`config.mk`:
```
export PLATFORM = sky130hd
export DESIGN_NAME = ctrl_unit_fsm
export DESIGN_NICKNAME = d
export VERILOG_FILES = /design/src/rtl/ctrl_unit_fsm.sv
export SDC_FILE = /design/constraint.sdc
export NUM_CORES = 1
export LEC_CHECK = 0
export ABC_AREA = 1
export CORE_AREA = 2 2 39 41
export CTS_CLUSTER_DIAMETER = 150
export DETAILED_ROUTE_END_ITERATION = 16
export DIE_AREA = 0 0 41 43
export DONT_BUFFER_PORTS = 1
export HOLD_SLACK_MARGIN = 0.12
export SYNTH_ARGS = -nofsm -noshare
export SYNTH_HDL_FRONTEND = slang
export SYNTH_SLANG_ARGS = --single-unit
```
`constraint.sdc`:
```
create_clock -name clk -period 1 [get_ports clk]
set_input_delay 0.05 -clock clk [delete_from_list [all_inputs] [get_ports clk]]
set_output_delay 0.05 -clock clk [all_outputs]
set_load 0.03 [all_outputs]
```
`src/rtl/ctrl_unit_fsm.sv`:
```
// Three-cycle instruction control unit (FETCH/WAIT/EXEC) with an absorbing HALT.
// The control bus is decoded combinationally from the current state and opcode.
module ctrl_unit_fsm #(
  parameter int          SIGNALS_SIZE = 5,
  parameter logic [4:0]  HALT_OPCODE  = 5'b11111
) (
  input  logic                    clk,
  input  logic                    rst_n,
  input  logic                    run,
  input  logic [4:0]              opcode,
  output logic [SIGNALS_SIZE-1:0] signals,
  output logic [1:0]              state,
  output logic                    halted
);

  typedef enum logic [1:0] {
    ST_FETCH = 2'b00,
    ST_WAIT  = 2'b01,
    ST_EXEC  = 2'b10,
    ST_HALT  = 2'b11
  } state_t;

  localparam logic [4:0] SIG_FETCH = 5'b00011;
  localparam logic [4:0] SIG_ALU   = 5'b10100;
  localparam logic [4:0] SIG_LDI   = 5'b01100;
  localparam logic [4:0] SIG_CMP   = 5'b10000;

  state_t     state_q, state_d;
  logic [4:0] ctrl;

  // Opcode only matters in EXEC: the code memory read is not valid earlier.
  always_comb begin
    state_d = state_q;
    if (run) begin
      unique case (state_q)
        ST_FETCH: state_d = ST_WAIT;
        ST_WAIT:  state_d = ST_EXEC;
        ST_EXEC:  state_d = (opcode == HALT_OPCODE) ? ST_HALT : ST_FETCH;
        ST_HALT:  state_d = ST_HALT;
        default:  state_d = ST_FETCH;
      endcase
    end
  end

  always_ff @(posedge clk) begin
    if (!rst_n) begin
      state_q <= ST_FETCH;
    end else begin
      state_q <= state_d;
    end
  end

  // A stalled or resetting machine must never assert a write strobe.
  always_comb begin
    ctrl = 5'b00000;
    if (rst_n && run) begin
      unique case (state_q)
        ST_FETCH: ctrl = SIG_FETCH;
        ST_EXEC: begin
          if (opcode == HALT_OPCODE)      ctrl = 5'b00000;
          else if (opcode[4:3] == 2'b00)  ctrl = SIG_ALU;
          else if (opcode == 5'b01000)    ctrl = SIG_LDI;
          else if (opcode == 5'b01001)    ctrl = SIG_CMP;
          else                            ctrl = 5'b00000;
        end
        default:  ctrl = 5'b00000;
      endcase
    end
  end

  always_comb begin
    signals      = '0;
    signals[4:0] = ctrl;
  end

  assign state  = state_q;
  assign halted = (state_q == ST_HALT);

endmodule

```
==> impl_metrics.yaml <==
run_status:
  status: "finished, violations left"
  failed_checks: "negative hold slack, negative setup slack"
drt:
  num_vias: 239
  drtIter0Drc: 0
  drtPass1Iterations: 1
  wire_per_inst_um: 9.88
  drtAntennaViolNets: 0
  drc_errors: 0
  drt_wl_total_um: 563
  viasPerCell: 4.19
place:
  place_congestion: 0.713
  dp_cells: 52
  port_buffers: 0
  dp_hpwl_um: 475
synth:
  synth.distinct_cells: 16
  yosys.area.top_type: "dfxtp_1"
  synthTopCellsByCount: "inv_1 (6), nand2_1 (6), nand3_1 (3), o21ai_0 (3)"
  synth-edff-count: 0
  synth.top_cell.area_share_pct: 19.5
  synth_ff_type: "dfxtp_1"
  yosys_warnings: 0
  async_flop_share_pct: 0
  synth-seq-cells: 2
  yosys-top-cells-area: "dfxtp_1 (20%), inv_1 (11%), nand2_1 (11%)"
  syn-cell-area_um2: 205
  synthCells: 32
  seq_area_frac_synth_pct: 19.5
  mappedNetlistNets: 40
  synth.avg_cell_area_um2: 6.41
timing:
  clock_skew_ns: 0.00133
  finalCritPeriodShare_pct: 122
  final_max_slew_viol_count: 0
  grt_setup_unrepaired: "yes"
  period_minus_slack_ns: 1.22
  hold_viol: 2
  tightestPinTransition_ns: 0.277
  fin_hold_ws_ns: -0.0969
  setup_viol: 7
  timing.slew.headroom_pct: 81.4
  fmax_mhz: 821
  fin_ws_ns: -0.218
worst_setup_path:
  worstSetupPathType: "reg2out"
  cpPeakStageDelay_ns: 0.34
  crit_slowest_cell: "dfxtp_4"
  cp-start-kind: "flip-flop"
  crit_required_ns: 0.95
  path_max_fanout: 2
  critPathCaptureType: "primary output"
  crit_chain: "inv_4 > nand2_4 > o21bai_4 > nor3_4 > buf_12"
  crit_arrival_ns: 1.17
  r2r_cells: 5
cells_and_area:
  diodes: 0
  num-nets-final: 51
  area_growth_syn_to_layout_pct: 81.7
  drive_gt1_share_pct: 65.9
  largest_reg_flops: 2
  finalNonFillerCells: 57
grt:
  grt_max_degree: 5
  grt_pass1_vias: 243
  grt_first_pass_wirelength_um: 972
  grt_use_total_pct: 8.93
  grt.met2_usage_pct: 12.5
  met1_usage_pct: 8.01
  overflow: 0
  use_met3_pct: 4.71
  busiest_layer: "met2"
  antenna_found_initial: 0
clock_tree:
  cts_made_buffers: 3
  clock_latency_ns: 0.22
  cts_sinks: 2
  root_buffer: "clkbuf_4"
  clk_pin_slew_ns: 0.03
  cts_tree: "built"
  htree_levels: 1
  clockBufferDepth: 2
floorplan:
  initial_core_util_pct: 14.8
  io_pins: 16
  row_count: 14
  core_um2: 1380
  die_y_um: 43
  die-area_um2: 1760
  die_w_um: 41
power:
  power_density_nw_per_um2: 1040
  switching_share_pct: 30.8
  pwr-share-clk_pct: 45.0
  internal_power_mw: 0.268
  p_seq_share_pct: 23.6
  combPwrFrac_pct: 31.4
  leakage_nw: 0.164
  ir_drop_mv: 0.430
  p_sw_mw: 0.119
hold_path:
  holdPathStages: 1
  hp-class: "in2reg"
flow_run:
  drv_cap: 0
==> cells in the final DEF, fill, tap and decap left out, drive strengths merged <==
| cell | count |
|---|---|
| a21oi | 1 |
| a31oi | 1 |
| buf | 7 |
| clkbuf | 3 |
| dfxtp | 2 |
| inv | 7 |
| nand2 | 7 |
| nand3 | 3 |
| nand4 | 1 |
| nor2 | 1 |
| nor3 | 3 |
| o21ai | 3 |
| o21bai | 1 |
| or2 | 1 |
==> cell type report <==
class | count | area [um^2]
well taps | 16 | 20.0
inverters | 7 | 31.3
clock buffers | 3 | 22.5
fillers | 152 | 1010
repair buffers | 7 | 77.6
flip-flops and latches | 2 | 47.5
multi-input cells | 22 | 174
==> per-stage QoR <==
stage	util, %	setup slack [ns]	TNS, ns	power (mW)	cell area [um^2]
floorplan	-	-0.0715	-0.101	0.169	235
global placement	22.4	-0.00969	-0.00969	0.199	310
detailed placement	22.4	-0.0242	-0.0242	0.199	310
CTS	25.1	-0.228	-1.04	0.393	348
global route	26.9	-0.258	-1.13	0.412	373
finish	26.9	-0.218	-0.809	0.387	373
==> what timing repair did <==
action,in CTS,in global routing
endpoints found under the setup margin,6,7
buffers inserted,1,1
endpoints found under the hold margin,2,2
pin swaps,3,4
gates resized for setup,3,5
==> critical path: cells and delay by family (launching register included) <==
family,cells,cell delay [ns]
buffers and inverters,2,0.20
AO/OA/AOI/OAI,1,0.17
flip-flops,1,0.34
AND/OR/NAND/NOR,2,0.24
==> final timing paths <==
check	start	end	slack (ns)
worst max-delay path	state[0]$_SDFFE_PN0P_	signals[4]	-0.22
worst min-delay path	run	state[0]$_SDFFE_PN0P_	-0.1
worst max register to register	state[0]$_SDFFE_PN0P_	state[0]$_SDFFE_PN0P_	-0.01
worst min register to register	state[0]$_SDFFE_PN0P_	state[1]$_SDFFE_PN0P_	0.63
==> layer usage <==
metal	part of all wire [%]	routed length, um
met5	0	0
met4	0	0
met3	8.2	46
met2	60	335
met1	32	181
==> power by group through the flow <==
stage | clock, mW | sequential (mW) | combinational (mW)
floorplan | 0 | 0.108 | 0.0613
global route | 0.189 | 0.0928 | 0.131
detailed placement | 0 | 0.0905 | 0.109
global placement | 0 | 0.0907 | 0.108
CTS | 0.186 | 0.0909 | 0.116
finish | 0.174 | 0.0915 | 0.122
==> cells by family (layout without fill, tap and decap cells) <==
family | Yosys count | after routing | synth area share [%]
compound gates | 6 | 6 | 23.8
flops | 2 | 2 | 19.5
buf+inv | 8 | 17 | 16.5
simple gates | 16 | 16 | 40.2
Note: power is estimated with default switching activity, not from simulation.
